===== src/rtl/lfsr_challenge_gen_pkg.sv =====
// Shared types and constants for the LFSR challenge generator.
package lfsr_challenge_pkg;

  localparam int unsigned LFSR_WIDTH   = 16;
  localparam logic [15:0] DEFAULT_TAPS = 16'hB400;
  localparam int unsigned WORDS_PER_CH = 4;
  localparam int unsigned IDX_W        = $clog2(WORDS_PER_CH);
  localparam logic [15:0] SAFE_SEED    = 16'h0001;

  typedef enum logic [1:0] {
    IDLE = 2'd0,
    GEN  = 2'd1,
    HOLD = 2'd2
  } state_e;

endpackage


===== src/rtl/lfsr_challenge_gen_if.sv =====
// Challenge handshake bus between the generator (master) and the MAC (slave).
//   ch_valid : challenge available
//   ch_ready : consumer accepts the challenge
//   ch_data  : {word0, word1, word2, word3}, word0 in the top bits
interface lfsr_challenge_gen_if #(
  parameter int unsigned WIDTH = 16
);

  logic                 ch_valid;
  logic                 ch_ready;
  logic [4*WIDTH-1:0]   ch_data;

  modport master (output ch_valid, output ch_data, input ch_ready);
  modport slave  (input ch_valid, input ch_data, output ch_ready);

endinterface


===== src/rtl/lfsr_challenge_gen_step.sv =====
// Combinational Galois LFSR advance: next = (cur >> 1) ^ (cur[0] ? TAPS : 0).
//   cur    : current LFSR value
//   next_c : value after one step
module lfsr_step #(
  parameter int unsigned      WIDTH = 16,
  parameter logic [WIDTH-1:0] TAPS  = 16'hB400
) (
  input  logic [WIDTH-1:0] cur,
  output logic [WIDTH-1:0] next_c
);

  assign next_c = (cur >> 1) ^ (cur[0] ? TAPS : '0);

endmodule


===== src/rtl/lfsr_challenge_gen.sv =====
// LFSR challenge generator: emits challenges of four LFSR words over a
// valid/ready handshake, seeded from the uP register bus.
// Optional feature macro: LFSR_CHALLENGE_STEP_CNT_EN (adds step_cnt output).
// Ports:
//   up_clk, up_rst     : clock, synchronous active-high reset
//   seed_wr, seed_data : seed register write strobe and value
//   start, stop, count : run control (count = 0 means free-run)
//   ch                 : challenge handshake bus (master side)
//   busy, done         : run in progress, one-cycle end-of-run pulse
//   step_cnt           : LFSR advances since last accepted start (optional)
module lfsr_challenge_gen
  import lfsr_challenge_pkg::*;
#(
  parameter int unsigned      WIDTH = LFSR_WIDTH,
  parameter logic [WIDTH-1:0] TAPS  = WIDTH'(DEFAULT_TAPS),
  parameter int unsigned      CNT_W = 16
) (
  input  logic                 up_clk,
  input  logic                 up_rst,
  input  logic                 seed_wr,
  input  logic [WIDTH-1:0]     seed_data,
  input  logic                 start,
  input  logic                 stop,
  input  logic [CNT_W-1:0]     count,
  lfsr_challenge_gen_if.master ch,
  output logic                 busy,
  output logic                 done
`ifdef LFSR_CHALLENGE_STEP_CNT_EN
  ,
  output logic [31:0]          step_cnt
`endif
);

  state_e                               state_q, state_d;
  logic [WIDTH-1:0]                     seed_q, seed_d;
  logic [WIDTH-1:0]                     lfsr_q, lfsr_d;
  logic [IDX_W-1:0]                     idx_q, idx_d;
  logic [CNT_W-1:0]                     rem_q, rem_d;
  logic [WORDS_PER_CH-1:0][WIDTH-1:0]   words_q, words_d;
  logic                                 valid_q, valid_d;
  logic                                 busy_q, busy_d;
  logic                                 done_q, done_d;
  logic [WIDTH-1:0]                     lfsr_next_c;
`ifdef LFSR_CHALLENGE_STEP_CNT_EN
  logic [31:0]                          step_q, step_d;
`endif

  lfsr_step #(.WIDTH(WIDTH), .TAPS(TAPS)) u_step (
    .cur    (lfsr_q),
    .next_c (lfsr_next_c)
  );

  // Next-state and next-output logic.
  always_comb begin
    state_d = state_q;
    seed_d  = seed_q;
    lfsr_d  = lfsr_q;
    idx_d   = idx_q;
    rem_d   = rem_q;
    words_d = words_q;
    done_d  = 1'b0;
`ifdef LFSR_CHALLENGE_STEP_CNT_EN
    step_d  = step_q;
`endif

    // All-zero is the LFSR lockup state, so it is replaced by a safe seed.
    if (seed_wr) begin
      seed_d = (seed_data == '0) ? WIDTH'(SAFE_SEED) : seed_data;
    end

    unique case (state_q)
      IDLE: begin
        if (start && !stop) begin
          state_d = GEN;
          lfsr_d  = seed_q;
          rem_d   = count;
          idx_d   = '0;
`ifdef LFSR_CHALLENGE_STEP_CNT_EN
          step_d  = '0;
`endif
        end
      end
      GEN: begin
        if (stop) begin
          state_d = IDLE;
          done_d  = 1'b1;
        end else begin
          // word0 lives in the top slice of the packed word array.
          words_d[IDX_W'(WORDS_PER_CH - 1) - idx_q] = lfsr_next_c;
          lfsr_d = lfsr_next_c;
          idx_d  = idx_q + IDX_W'(1);
`ifdef LFSR_CHALLENGE_STEP_CNT_EN
          if (step_q != '1) step_d = step_q + 32'd1;
`endif
          if (idx_q == IDX_W'(WORDS_PER_CH - 1)) state_d = HOLD;
        end
      end
      HOLD: begin
        if (stop) begin
          state_d = IDLE;
          done_d  = 1'b1;
        end else if (ch.ch_ready) begin
          idx_d = '0;
          // rem_q is only zero here for a free-running run.
          if (rem_q == '0) begin
            state_d = GEN;
          end else begin
            rem_d = rem_q - CNT_W'(1);
            if (rem_q == CNT_W'(1)) begin
              state_d = IDLE;
              done_d  = 1'b1;
            end else begin
              state_d = GEN;
            end
          end
        end
      end
      default: state_d = IDLE;
    endcase

    valid_d = (state_d == HOLD);
    busy_d  = (state_d != IDLE);
  end

  // State and output registers.
  always_ff @(posedge up_clk) begin
    if (up_rst) begin
      state_q <= IDLE;
      seed_q  <= WIDTH'(SAFE_SEED);
      lfsr_q  <= '0;
      idx_q   <= '0;
      rem_q   <= '0;
      words_q <= '0;
      valid_q <= 1'b0;
      busy_q  <= 1'b0;
      done_q  <= 1'b0;
`ifdef LFSR_CHALLENGE_STEP_CNT_EN
      step_q  <= '0;
`endif
    end else begin
      state_q <= state_d;
      seed_q  <= seed_d;
      lfsr_q  <= lfsr_d;
      idx_q   <= idx_d;
      rem_q   <= rem_d;
      words_q <= words_d;
      valid_q <= valid_d;
      busy_q  <= busy_d;
      done_q  <= done_d;
`ifdef LFSR_CHALLENGE_STEP_CNT_EN
      step_q  <= step_d;
`endif
    end
  end

  assign ch.ch_valid = valid_q;
  assign ch.ch_data  = words_q;
  assign busy        = busy_q;
  assign done        = done_q;
`ifdef LFSR_CHALLENGE_STEP_CNT_EN
  assign step_cnt    = step_q;
`endif

endmodule


===== src/flat_wrapper.sv =====
// flat-port wrapper written by rule: the top's interface ports become plain ports
module lfsr_challenge_gen_flat import lfsr_challenge_pkg::*;
#(
  parameter int unsigned      WIDTH = LFSR_WIDTH,
  parameter logic [WIDTH-1:0] TAPS  = WIDTH'(DEFAULT_TAPS),
  parameter int unsigned      CNT_W = 16
)
  (up_clk, up_rst, seed_wr, seed_data, start, stop, count, busy, done, ch_ch_valid, ch_ch_data, ch_ch_ready);
  lfsr_challenge_gen_if #(.WIDTH(WIDTH)) ch_i ();
  input  logic up_clk;
  input  logic up_rst;
  input  logic seed_wr;
  input  logic [WIDTH-1:0] seed_data;
  input  logic start;
  input  logic stop;
  input  logic [CNT_W-1:0] count;
  output logic busy;
  output logic done;
  output wire logic [$bits(ch_i.ch_valid)-1:0] ch_ch_valid;
  output wire logic [$bits(ch_i.ch_data)-1:0] ch_ch_data;
  input wire logic [$bits(ch_i.ch_ready)-1:0] ch_ch_ready;
  assign ch_ch_valid = ch_i.ch_valid;
  assign ch_ch_data = ch_i.ch_data;
  assign ch_i.ch_ready = ch_ch_ready;
  lfsr_challenge_gen #(.WIDTH(WIDTH), .TAPS(TAPS), .CNT_W(CNT_W)) u_core (.up_clk(up_clk), .up_rst(up_rst), .seed_wr(seed_wr), .seed_data(seed_data), .start(start), .stop(stop), .count(count), .ch(ch_i), .busy(busy), .done(done));
endmodule

===== config.mk =====
export PLATFORM = sky130hd
export DESIGN_NAME = lfsr_challenge_gen_flat
export DESIGN_NICKNAME = d
export VERILOG_FILES = /design/src/rtl/lfsr_challenge_gen_pkg.sv /design/src/rtl/lfsr_challenge_gen_if.sv /design/src/rtl/lfsr_challenge_gen_step.sv /design/src/rtl/lfsr_challenge_gen.sv /design/src/flat_wrapper.sv
export SDC_FILE = /design/constraint.sdc
export NUM_CORES = 1
export LEC_CHECK = 0
export CAP_MARGIN = 5
export CELL_PAD_IN_SITES_DETAIL_PLACEMENT = 0
export CELL_PAD_IN_SITES_GLOBAL_PLACEMENT = 1
export CORE_ASPECT_RATIO = 1.5
export CORE_MARGIN = 10
export CORE_UTILIZATION = 38
export CTS_BUF_LIST = sky130_fd_sc_hd__clkbuf_16
export CTS_CLUSTER_DIAMETER = 150
export DETAILED_ROUTE_END_ITERATION = 12
export PLACE_DENSITY = 0.77
export SYNTH_ARGS = -nofsm -noshare
export SYNTH_HDL_FRONTEND = slang
export SYNTH_SLANG_ARGS = --single-unit

===== constraint.sdc =====
create_clock -name up_clk -period 2.6 [get_ports up_clk]
set_input_delay 0.52 -clock up_clk [delete_from_list [all_inputs] [get_ports up_clk]]
set_output_delay 0.52 -clock up_clk [all_outputs]
set_load 0.03 [all_outputs]

# [After elaboration in Yosys (flattened, before gate mapping)]
# Cells that the tools add are included.
[word_totals] wordCells=75 out_inout_bits=67 input_bits=38 reg_bits=119
[classes] n_eq_ne=10 n_reduce_logical=14 n_lt_le_gt_ge=2 n_bitwise=2 addsub=3 muxes=32
[op_table] op="$mux W16" count=9
[op_table] op="$bwmux W64" count=1
[op_table] op="$pmux W16 S2" count=2
[op_table] op="$demux W16 S2" count=1
[op_table] op="$logic_not A16 Y1" count=2
[op_table] op="$mux W2" count=10
[op_table] op="$eq A16 B1 Y1 const B" count=1
[op_table] op="$sub A16 B1 Y16 const B" count=1
[op_table] op="$xor A15 B16 Y16" count=1
[op_table] op="$pmux W2 S3" count=2
[op_table] op="$reduce_and A5 Y1" count=2
[op_table] op="$ne A2 B2 Y1 const B" count=4
[op_table] op="$eq A2 B2 Y1 const B" count=3
[op_table] op="$mux W1" count=6
[op_table] op="$reduce_bool A2 Y1" count=3
[op_table] op="$lt A2 B3 Y1 const B" count=1
[op_table] op="$reduce_and A3 Y1" count=1
[op_table] op="$reduce_bool A3 Y1" count=1
[op_table] op="$add A2 B1 Y2 const B" count=1
[op_table] op="$eq A2 B1 Y1 const B" count=1
[op_table] op="$ge A2 B1 Y1 const B" count=1
[op_table] op="$logic_and A1 B1 Y1" count=2
[op_table] op="$logic_not A2 Y1" count=1
[op_table] op="$ne A2 B1 Y1 const B" count=1
[op_table] op="other kinds (5)" count=5

# [Logic depth before layout (Yosys ltp)]
# Gate-level depths: netlist (run 1).
[depth] word_depth=7 depth_mapped=10 depth_no_buf=7

# [By module]
# From an unflattened synthesis (run 1), not the netlist that was laid out.
[hier_totals] hier_cells=624 hier_area_um2=5203.7
[by_module_without_submodules] mod="lfsr_challenge_gen" n_inst=1 cells_each=608 seq_area_each_um2=2382.3 area_per_inst_um2=5079.9
[by_module_without_submodules] mod="lfsr_step" n_inst=1 cells_each=16 seq_area_each_um2=0.0 area_per_inst_um2=123.9

# [Worst setup path before layout (run 1)]
# No wires, ideal clock.
[synth_path] path_type="register to register" startpoint="register u_core.state_q[0]" endpoint="register u_core.rem_q[14]" n_path_buf=1 slack_ns=0.733 setup_time_ns=0.070 required_ns=2.530 t_arrival_ns=1.797 path_stages_with_launch=9 period_less_slack_ns=1.867 cell_sequence="dfxtp_1 inv_1 ha_1 nor2b_1 nor4_2 o21a_1 buf_2 o21ai_0 a21oi_1"
[synth_via] elab_chain_len=3 word_cells_on_any_way=9 cone_classes="eq/ne: 5; mux: 1; reduce/logical: 3"
[synth_rtl] item="start, declared" line="lfsr_challenge_gen.sv:34" source="state_e state_q, state_d;"
[synth_rtl] item="start signal, assigned" line="lfsr_challenge_gen.sv:141" source="state_q <= state_d;"
[synth_rtl] item="$eq A2 B2 Y1 or $logic_not A2 Y1 (tied branches)" line="lfsr_challenge_gen.sv:71" source="unique case (state_q)"
[synth_rtl] item="$ne A2 B2 Y1 (no line) (tied with other cells)"
[synth_rtl] item="$reduce_and A5 Y1 (no line)"
[synth_rtl] item="end signal, assigned" line="lfsr_challenge_gen.sv:145" source="rem_q <= rem_d;"
[synth_rtl] item="end, declared" line="lfsr_challenge_gen.sv:38" source="logic [CNT_W-1:0] rem_q, rem_d;"
# Parallel ways exist; a longest one is shown, timed or not.
# A chain may end at the register's enable or synchronous reset.

# [Worst setup path after layout (run 1)]
[layout_path] startpoint="register u_core.state_q[0]" endpoint="register u_core.rem_q[13]"
# The elaborated chain is that of the path after synthesis.

==> impl_summary.log, run 1 <==
INFO  metric cts-resized-gates = 0
INFO  metric synthesis.yosys.warnings = 0
INFO  metric clock_sink_count = 119
INFO  metric grt_start_max_net_pins = 48
INFO  metric core_area = 13080 um^2
INFO  metric drtAntennaViolNets = 0
INFO  metric drcViolationCount = 0
INFO  metric crit_type = reg2reg
INFO  metric floorplan.io_pins = 105
INFO  metric p_sw_share = 24.82%
INFO  metric post_synth_num_cell_types = 44
INFO  metric grt_antenna_before_repair = 0
INFO  metric worstSetupEndpointType = flop
INFO  metric setup_viol_count_final = 0
INFO  metric initial_utilization = 38.97%
INFO  metric ys.flop_type = sky130_fd_sc_hd__dfxtp_1
INFO  metric grt.total_usage = 15.91%
INFO  metric path_max_fanout = 12
INFO  metric timing.final.hold_violations = 0
INFO  metric floorplan.die_area = 18540 um^2
INFO  metric vdd.ir_drop.worst = 0.4203 mV
INFO  metric area_growth = 35.71%
INFO  metric synth_nets = 663
INFO  metric final_common_cell = sky130_fd_sc_hd__nand2_1
INFO  metric portion_of_the_clock_cycle_consumed_by_the_worst_path_in_the_final_layout = 79.11%
INFO  metric clock_path_buffers = 2
INFO  metric final_layout_size_suffix_gt1_share = 8.299%
INFO  metric wire_per_inst = 16.80 um
INFO  metric p_leak = 0.002451 uW
INFO  metric holdBufCountCts = 0
INFO  metric power.total = 4918 uW
INFO  metric synthesis.instances = 614
INFO  metric via_total_after_detailed_routing = 4555
INFO  metric dpl-instance-area = 6276 um^2
INFO  metric run_status = completed
INFO  metric die_width = 114.6 um
INFO  metric final_max_slew_viol_count = 0
INFO  metric fmax = 486.2 MHz
INFO  metric cp.arrival = 2.38 ns
INFO  metric final_cell_area = 6918 um^2
INFO  metric first_iter_violations = 213
INFO  metric setup_tns_final = 0 ns
INFO  metric drtPass1Iterations = 5
INFO  metric final.min_clock_period = 2.057 ns
INFO  metric synth_edf_count = 0
INFO  metric cts-buffers-inserted = 17
INFO  metric critical-path-max-stage-delay = 0.42 ns
INFO  metric post_cts.repair.setup_buffers = 0
INFO  metric seq_power_share = 39.6%
INFO  metric insertion_delay = 0.41 ns
INFO  metric cts.clk_slew.worst_paths = 0.06 ns
INFO  metric postSynthAreaPerCell = 8.302 um^2
INFO  metric power_switching = 1220 uW
INFO  metric path_type_of_the_worst_min_delay_path = reg2reg
INFO  metric power.density = 710.9 nW/um^2
INFO  metric cts-htree-levels = 4
INFO  metric n_fill_cell = 1244
INFO  metric wire_length_of_the_first_global_routing_pass = 23770 um
INFO  metric critical_path_buf_inv_count = 1
INFO  metric place_congestion = 0.8370
INFO  metric timing.critical_path.max_delay_family = compound AO/OA/AOI/OAI gates
INFO  metric number_of_inserted_diodes = 0
INFO  metric timing.critical_path.cells = inv_1 -> ha_1 -> nor2b_1 -> nor4_2 -> o21a_1 -> a21oi_1 -> a211oi_1
INFO  metric drt-total-wl = 14820 um
INFO  metric ff_latch_area = 2382 um^2
INFO  metric start_kind = flop
INFO  metric hpwlAfterDp = 10870 um
INFO  metric layout.nets = 759
INFO  metric finClkSkew = 0.009825 ns
INFO  metric placementRows = 51
INFO  metric combined_area_of_all_synthesized_cells = 5097 um^2
INFO  metric setup_repair_after_global_routing_missed_its_margin = no
INFO  metric finish.utilization = 52.88%
INFO  metric synth_seq_cells = 119
INFO  metric seq_area_frac_synth = 46.74%
INFO  metric gate_power_share = 8.8%
INFO  metric power.internal = 3698 uW
INFO  metric grt_pass1_vias = 4531
INFO  metric master_of_the_slowest_instance_on_the_critical_path = sky130_fd_sc_hd__o21a_1
INFO  metric global_route.overflow_total = 0
INFO  metric tightest_slew = 0.5515 ns
INFO  metric asyncSetResetFlopFracSynth = 0%
INFO  metric clockPowerShare = 51.6%
INFO  metric layout_common_cells = sky130_fd_sc_hd__nand2_1, sky130_fd_sc_hd__dfxtp_1, sky130_fd_sc_hd__clkdlybuf4s50_1
INFO  metric tritoncts_clock_tree = built
INFO  metric ctsRootBufferMaster = sky130_fd_sc_hd__clkbuf_16
INFO  metric critical_path_required = 2.92 ns
INFO  metric timing.max_cap.violations = 0
INFO  metric die_extent_in_y = 161.9 um
INFO  metric ratio_of_routed_vias_to_standard_cells = 5.164
INFO  metric slew_headroom = 62.95%
INFO  metric port_buffers = 104
INFO  metric multi_input_comb_area = 2472 um^2
[worst min-delay path, cell delays in order, from the launching register on]
cell,delay (ns)
sky130_fd_sc_hd__dfxtp_1,0.31
sky130_fd_sc_hd__nand2_1,0.05
sky130_fd_sc_hd__a21oi_1,0.05
[cell usage after synthesis (3+ instances only)]
master                     count  area share, %
sky130_fd_sc_hd__ha_1         11            2.7
sky130_fd_sc_hd__inv_1        17            1.3
sky130_fd_sc_hd__nor3_1        7           0.69
sky130_fd_sc_hd__dfxtp_1     119             47
sky130_fd_sc_hd__a21boi_0      5           0.74
sky130_fd_sc_hd__nor4_1        4           0.49
sky130_fd_sc_hd__and2_1        6           0.74
sky130_fd_sc_hd__mux2i_1      34            6.7
sky130_fd_sc_hd__xnor2_1       3           0.52
sky130_fd_sc_hd__nand4_1       3           0.37
sky130_fd_sc_hd__a211oi_1     26            3.8
sky130_fd_sc_hd__buf_1         3           0.22
sky130_fd_sc_hd__nand2_1     130            9.6
sky130_fd_sc_hd__and3_1        3           0.37
sky130_fd_sc_hd__nor2b_1      10            1.2
sky130_fd_sc_hd__nand3_1       3           0.29
sky130_fd_sc_hd__buf_2        11            1.1
sky130_fd_sc_hd__o32ai_1       4           0.69
sky130_fd_sc_hd__clkbuf_1     28            2.1
sky130_fd_sc_hd__nor2_1       56            4.1
sky130_fd_sc_hd__o21ai_0      23            2.3
sky130_fd_sc_hd__o22ai_1       3           0.37
sky130_fd_sc_hd__a21oi_1      77            7.6
[registers in the layout, summed over array words and instances, names as in the netlist]
name,flops
u_core.busy,1
u_core.ch.ch_data,64
u_core.ch.ch_valid,1
u_core.done,1
u_core.idx_q,2
u_core.lfsr_q,16
u_core.rem_q,16
u_core.seed_q,16
u_core.state_q,2
[metrics by stage]
stage,worst slack (ns),hold WS (ns),cells
2_1_floorplan,0.7329,0.4435,614
3_3_place_gp,0.3147,0.4479,850
3_5_place_dp,0.2589,0.4497,850
4_1_cts,0.5268,0.4598,882
5_1_grt,0.2671,0.4769,882
6_report,0.5431,0.4574,882
[routing by layer]
metal | wire [um] | share of wire [%] | vias to the layer above | global-route usage [%]
met1 | 5996 | 40 | 2124 | 17.55
met4 | 248 | 1.7 | 0 | 5.314
met3 | 771 | 5.2 | 15 | 4.535
li1 | - | - | 2300 | -
met2 | 7805 | 53 | 116 | 28.16
met5 | 0 | 0 | - | 0
[final timing paths]
| check | cells past startpoint | slack, ns | from | end |
|---|---|---|---|---|
| setup reg to reg | 7 | 0.54 | u_core.state_q[0] | u_core.rem_q[13] |
| hold reg to reg | 2 | 0.46 | u_core.ch.ch_data[24] | u_core.ch.ch_data[24] |
| setup / recovery | 7 | 0.54 | u_core.state_q[0] | u_core.rem_q[13] |
| hold / removal | 2 | 0.46 | u_core.ch.ch_data[24] | u_core.ch.ch_data[24] |
[power by group through the flow]
stage / sequential [uW] / clock [uW] / combinational [uW]
5_1_grt: 1960 / 2680 / 475
2_1_floorplan: 1970 / 0 / 271
3_5_place_dp: 1990 / 0 / 431
4_1_cts: 1950 / 2580 / 434
6_report: 1950 / 2540 / 431
3_3_place_gp: 1990 / 0 / 426
[final cells by class]
type,count,area share (%)
inverter,17,0.9224
multi-input combinational,435,35.74
tap,159,2.876
clock buffer,17,6.149
sequential,119,34.44
clock inverter,15,3.129
timing repair buffer,120,16.75
[cell families (layout without fill, tap and decap cells)]
kind of cell / count (synthesis) / after routing / share of synthesized area (%)
DFF: 119 / 119 / 46.74
xor gates and xnor gates: 3 / 3 / 0.5156
buffers and inverters: 60 / 169 / 4.835
muxes: 35 / 35 / 6.897
AOI/OAI and AO/OA: 152 / 152 / 18.04
and+or+nand+nor: 234 / 234 / 20.27
adders and majority gates: 11 / 11 / 2.700
(Power assumes the default switching activity.)
==> run 2: changes to the inputs <==
==> constraint.sdc (replaced) <==
create_clock -name up_clk -period 1.9 [get_ports up_clk]
set_input_delay 0.38 -clock up_clk [delete_from_list [all_inputs] [get_ports up_clk]]
set_output_delay 0.38 -clock up_clk [all_outputs]
set_load 0.03 [all_outputs]
==> impl_summary.log, run 2 (same netlist as run 1, synthesis figures left out) <==
INFO  metric die_extent_in_y = 161.9 um
INFO  metric timing.final.hold_violations = 0
INFO  metric place_congestion = 0.8496
INFO  metric ratio_of_routed_vias_to_standard_cells = 5.208
INFO  metric ctsRootBufferMaster = sky130_fd_sc_hd__clkbuf_16
INFO  metric clock_path_buffers = 2
INFO  metric run_status = completed
INFO  metric cp.arrival = 2.15 ns
INFO  metric port_buffers = 104
INFO  metric final_common_cell = sky130_fd_sc_hd__nand2_1
INFO  metric crit_type = reg2reg
INFO  metric timing.max_cap.violations = 0
INFO  metric grt_start_max_net_pins = 66
INFO  metric die_width = 114.6 um
INFO  metric grt_pass1_vias = 4596
INFO  metric reg2reg_from = u_core.state_q[0]
INFO  metric final.min_clock_period = 1.862 ns
INFO  metric final_max_slew_viol_count = 0
INFO  metric area_growth = 42.96%
INFO  metric holdBufCountCts = 0
INFO  metric power.density = 885.7 nW/um^2
INFO  metric portion_of_the_clock_cycle_consumed_by_the_worst_path_in_the_final_layout = 98.00%
INFO  metric whs_path_depth = 2
INFO  metric cts.clk_slew.worst_paths = 0.06 ns
INFO  metric tightest_slew = 0.4808 ns
INFO  metric tritoncts_clock_tree = built
INFO  metric n_fill_cell = 1215
INFO  metric path_max_fanout = 5
INFO  metric hold_start = up_rst
INFO  metric largest_reg_flops = 64
INFO  metric clock_sink_count = 119
INFO  metric vdd.ir_drop.worst = 0.4749 mV
INFO  metric hpwlAfterDp = 11180 um
INFO  metric drt-total-wl = 15680 um
INFO  metric start_kind = flop
INFO  metric finish.utilization = 55.71%
INFO  metric via_total_after_detailed_routing = 4734
INFO  metric grt_antenna_before_repair = 0
INFO  metric power.total = 6454 uW
INFO  metric worst-r2r-cell-count = 8
INFO  metric slew_headroom = 67.72%
INFO  metric drtPass1Iterations = 4
INFO  metric global_route.overflow_total = 0
INFO  metric cts-htree-levels = 4
INFO  metric drtAntennaViolNets = 0
INFO  metric layout.nets = 786
INFO  metric grt.total_usage = 16.32%
INFO  metric number_of_inserted_diodes = 0
INFO  metric worstSetupEndpointType = flop
INFO  metric floorplan.io_pins = 105
INFO  metric layout_common_cells = sky130_fd_sc_hd__nand2_1, sky130_fd_sc_hd__dfxtp_1, sky130_fd_sc_hd__clkdlybuf4s50_1
INFO  metric p_leak = 0.002596 uW
INFO  metric setup_viol_count_final = 0
INFO  metric finClkSkew = 0.01282 ns
INFO  metric drcViolationCount = 0
INFO  metric worstReg2RegEnd = u_core.rem_q[7]
INFO  metric path_type_of_the_worst_min_delay_path = in2reg
INFO  metric insertion_delay = 0.41 ns
INFO  metric core_area = 13080 um^2
INFO  metric initial_utilization = 38.97%
INFO  metric wire_per_inst = 17.25 um
INFO  metric reg2reg_slack = 0.04 ns
INFO  metric wire_length_of_the_first_global_routing_pass = 24360 um
INFO  metric placementRows = 51
INFO  metric hold_end = u_core.idx_q[1]
INFO  metric fmax = 537.1 MHz
INFO  metric first_iter_violations = 211
INFO  metric final_layout_size_suffix_gt1_share = 14.27%
INFO  metric cts-buffers-inserted = 17
INFO  metric critical_path_required = 2.18 ns
INFO  metric floorplan.die_area = 18540 um^2
INFO  metric setup_repair_after_global_routing_missed_its_margin = yes
[run 2: cell types whose count changed in the layout (fill, tap and decap cells not counted), sizes merged]
| cell | change |
|---|---|
| clkinv | +3 |
| bufinv | -3 |
| clkinvlp | +1 |
| o21ai | +3 |
| buf | +24 |
| inv | -1 |
[run 2: cell type report]
cell class	instances	area [um^2]	share of cell area [%]
clock inverter	15	145.1	1.992
tap	159	198.9	2.730
timing repair buffer	144	1455	19.97
sequential	119	2385	32.73
inverter	17	63.81	0.8757
multi-input combinational	438	2614	35.87
clock buffer	17	425.4	5.838
[run 2: how the worst max path moves through the flow]
stage,slack [ns],depth (start not counted),to,startpoint
floorplan,0.03,8,u_core.rem_q[14],u_core.state_q[0]
global placement,-0.07,7,u_core.rem_q[8],start
detailed placement,-0.17,7,u_core.rem_q[6],start
CTS,0.01,9,u_core.rem_q[11],u_core.state_q[1]
global route,-0.06,8,u_core.rem_q[7],u_core.state_q[0]
finish,0.04,8,u_core.rem_q[7],u_core.state_q[0]
[run 2: metal layers]
| layer | GRT usage [%] | vias up | share of wire (%) |
|---|---|---|---|
| met4 | 4.971 | 0 | 2.3 |
| li1 | - | 2363 | - |
| met1 | 18.04 | 2224 | 39 |
| met3 | 4.314 | 25 | 4.8 |
| met2 | 29.30 | 122 | 54 |
| met5 | 0 | - | 0 |
[run 2: stage by stage]
step                      cells  worst slack (ns)  hold slack (ns)  TNS, ns  area [um^2]
after floorplan             614           0.03294           0.4435        0         5097
after global placement      871          -0.07138           0.4475  -0.7246         6546
after detailed placement    871           -0.1710           0.4486   -2.221         6546
after CTS                   903           0.01023           0.3379        0         7126
after global routing        909          -0.06461           0.3722  -0.2612         7287
final                       909           0.03798           0.3559        0         7287
[run 2: power by group]
| group | internal, uW | switching, uW | total (uW) |
|---|---|---|---|
| Sequential | 2570 | 93.1 | 2670 |
| Combinational | 338 | 403 | 741 |
| Clock | 1820 | 1220 | 3050 |
[run 2: worst max-delay path: stages, from the launching register on]
cell,delay [ns]
sky130_fd_sc_hd__dfxtp_2,0.32
sky130_fd_sc_hd__inv_1,0.05
sky130_fd_sc_hd__ha_2,0.22
sky130_fd_sc_hd__nor2b_1,0.17
sky130_fd_sc_hd__nor4_2,0.32
sky130_fd_sc_hd__buf_4,0.25
sky130_fd_sc_hd__o21ai_4,0.13
sky130_fd_sc_hd__a21oi_2,0.17
sky130_fd_sc_hd__o32ai_2,0.10
[run 2: what timing repair did]
action / 4_1_cts / 5_1_grt
pin swaps: 3 / 15
gates cloned: 0 / 3
endpoints found under the setup margin: 9 / 24
resized for setup: 1 / 35
buffers inserted: 0 / 3
==> run 3: changes to the inputs <==
--- a/config.mk
+++ b/config.mk
@@ -9,7 +9,6 @@
 export CELL_PAD_IN_SITES_DETAIL_PLACEMENT = 0
 export CELL_PAD_IN_SITES_GLOBAL_PLACEMENT = 1
 export CORE_ASPECT_RATIO = 1.5
-export CORE_MARGIN = 10
 export CORE_UTILIZATION = 38
 export CTS_BUF_LIST = sky130_fd_sc_hd__clkbuf_16
 export CTS_CLUSTER_DIAMETER = 150
==> impl_summary.log, run 3 (same netlist as run 1, synthesis figures left out) <==
INFO  metric hold_end = u_core.idx_q[1]
INFO  metric timing.critical_path.cells = clkdlybuf4s50_1
INFO  metric tightest_slew = 0.4723 ns
INFO  metric global_route.overflow_total = 0
INFO  metric floorplan.die_area = 13890 um^2
INFO  metric tritoncts_clock_tree = built
INFO  metric place_congestion = 0.8851
INFO  metric final_max_slew_viol_count = 0
INFO  metric vdd.ir_drop.worst = 0.4863 mV
INFO  metric hpwlAfterDp = 10320 um
INFO  metric slew_headroom = 68.28%
INFO  metric cts.clk_slew.worst_paths = 0.06 ns
INFO  metric clock_sink_count = 119
INFO  metric p_leak = 0.002542 uW
INFO  metric setup_repair_after_global_routing_missed_its_margin = yes
INFO  metric reg2reg_slack = 0.13 ns
INFO  metric critical-path-max-stage-delay = 0.73 ns
INFO  metric route.top_layer_used = met4
INFO  metric detailroute.wirelength.met3 = 599 um
INFO  metric worstSetupEndpointType = output pin
INFO  metric setup.worst_path.start = u_core.ch.ch_data[47]
INFO  metric via_total_after_detailed_routing = 4679
INFO  metric layout.nets = 779
INFO  metric port_buffers = 104
INFO  metric setup_tns_final = 0 ns
INFO  metric whs_path_depth = 2
INFO  metric run_status = completed
INFO  metric critical_path_buf_inv_count = 1
INFO  metric cts-htree-levels = 4
INFO  metric path_max_fanout = 2
INFO  metric master_of_the_slowest_instance_on_the_critical_path = sky130_fd_sc_hd__clkdlybuf4s50_1
INFO  metric number_of_inserted_diodes = 0
INFO  metric dpl-instance-area = 6511 um^2
INFO  metric ratio_of_routed_vias_to_standard_cells = 5.187
INFO  metric largest_reg_flops = 64
INFO  metric wire_per_inst = 15.86 um
INFO  metric worst-r2r-cell-count = 6
INFO  metric wire_length_of_the_first_global_routing_pass = 21980 um
INFO  metric placementRows = 51
INFO  metric cts-buffers-inserted = 17
INFO  metric grt_antenna_before_repair = 0
INFO  metric start_kind = flop
INFO  metric grt.total_usage = 20.99%
INFO  metric final_cell_area = 7141 um^2
INFO  metric layout_common_cells = sky130_fd_sc_hd__nand2_1, sky130_fd_sc_hd__dfxtp_1, sky130_fd_sc_hd__clkdlybuf4s50_1
INFO  metric clock_path_buffers = 2
INFO  metric crit_type = reg2out
INFO  metric die_extent_in_y = 143.9 um
INFO  metric ctsRootBufferMaster = sky130_fd_sc_hd__clkbuf_16
INFO  metric grt_pass1_vias = 4501
INFO  metric core_area = 13020 um^2
INFO  metric setup_viol_count_final = 0
INFO  metric worstReg2RegEnd = u_core.rem_q[13]
INFO  metric fmax = 538.0 MHz
INFO  metric portion_of_the_clock_cycle_consumed_by_the_worst_path_in_the_final_layout = 97.83%
INFO  metric reg2reg_from = u_core.rem_q[5]
INFO  metric floorplan.io_pins = 105
INFO  metric power.density = 897.0 nW/um^2
INFO  metric drtAntennaViolNets = 0
INFO  metric finish.utilization = 54.85%
INFO  metric cp.arrival = 1.48 ns
INFO  metric grt_start_max_net_pins = 41
INFO  metric finClkSkew = 0.008536 ns
INFO  metric critical_path_required = 1.52 ns
INFO  metric power.total = 6405 uW
INFO  metric final_common_cell = sky130_fd_sc_hd__nand2_1
INFO  metric final.min_clock_period = 1.859 ns
INFO  metric initial_utilization = 39.16%
INFO  metric met2_wirelength = 7870 um
INFO  metric timing.max_cap.violations = 0
INFO  metric holdBufCountCts = 0
INFO  metric insertion_delay = 0.41 ns
INFO  metric final_layout_size_suffix_gt1_share = 11.31%
INFO  metric drcViolationCount = 0
INFO  metric die_width = 96.57 um
INFO  metric timing.critical_path.max_delay_family = buffers and inverters
INFO  metric drtPass1Iterations = 4
INFO  metric drt-total-wl = 14300 um
INFO  metric area_growth = 40.08%
INFO  metric first_iter_violations = 193
INFO  metric timing.final.hold_violations = 0
INFO  metric path_type_of_the_worst_min_delay_path = in2reg
INFO  metric met1Wirelength = 5579 um
INFO  metric hold_start = up_rst
[run 3: layer usage]
metal  up-vias  track usage, %
met3        19           4.497
met5         -               0
met1      2204           22.47
met4         0           7.663
met2       112           39.21
li1       2344               -
[run 3: area by class of cell]
class	instances	area, um^2
tap	159	198.9
multi-input combinational	436	2517
timing repair buffer	139	1405
clock buffer	17	425.4
fill	1266	5877
inverter	17	63.81
sequential	119	2382
clock inverter	15	147.6
[run 3: timing repair]
action,in CTS,in global routing
buffers inserted,0,1
setup endpoints to repair,0,27
gates resized for setup,0,10
[run 3: how the worst max path moves through the flow]
| stage | to | slack [ns] | cells after the start |
|---|---|---|---|
| floorplan | u_core.rem_q[14] | 0.03 | 8 |
| global placement | u_core.rem_q[8] | -0.07 | 7 |
| detailed placement | u_core.rem_q[8] | -0.12 | 7 |
| CTS | u_core.rem_q[3] | 0.02 | 5 |
| global route | u_core.rem_q[4] | -0.0007 | 9 |
| finish | ch_ch_data[47] | 0.04 | 1 |
[run 3: stage by stage]
step / instances / setup WS [ns] / hold WS (ns)
floorplan: 614 / 0.03294 / 0.4435
global placement: 868 / -0.06884 / 0.4444
detailed placement: 868 / -0.1208 / 0.4455
CTS: 900 / 0.02391 / 0.3478
global route: 902 / -0.0007048 / 0.3625
finish: 902 / 0.04127 / 0.3529
[run 3: where the power goes]
part | switching (uW) | internal (uW) | leakage, uW
clock | 1240 | 1830 | 0.000266
sequential | 94.4 | 2570 | 0.000967
combinational | 364 | 308 | 0.00131
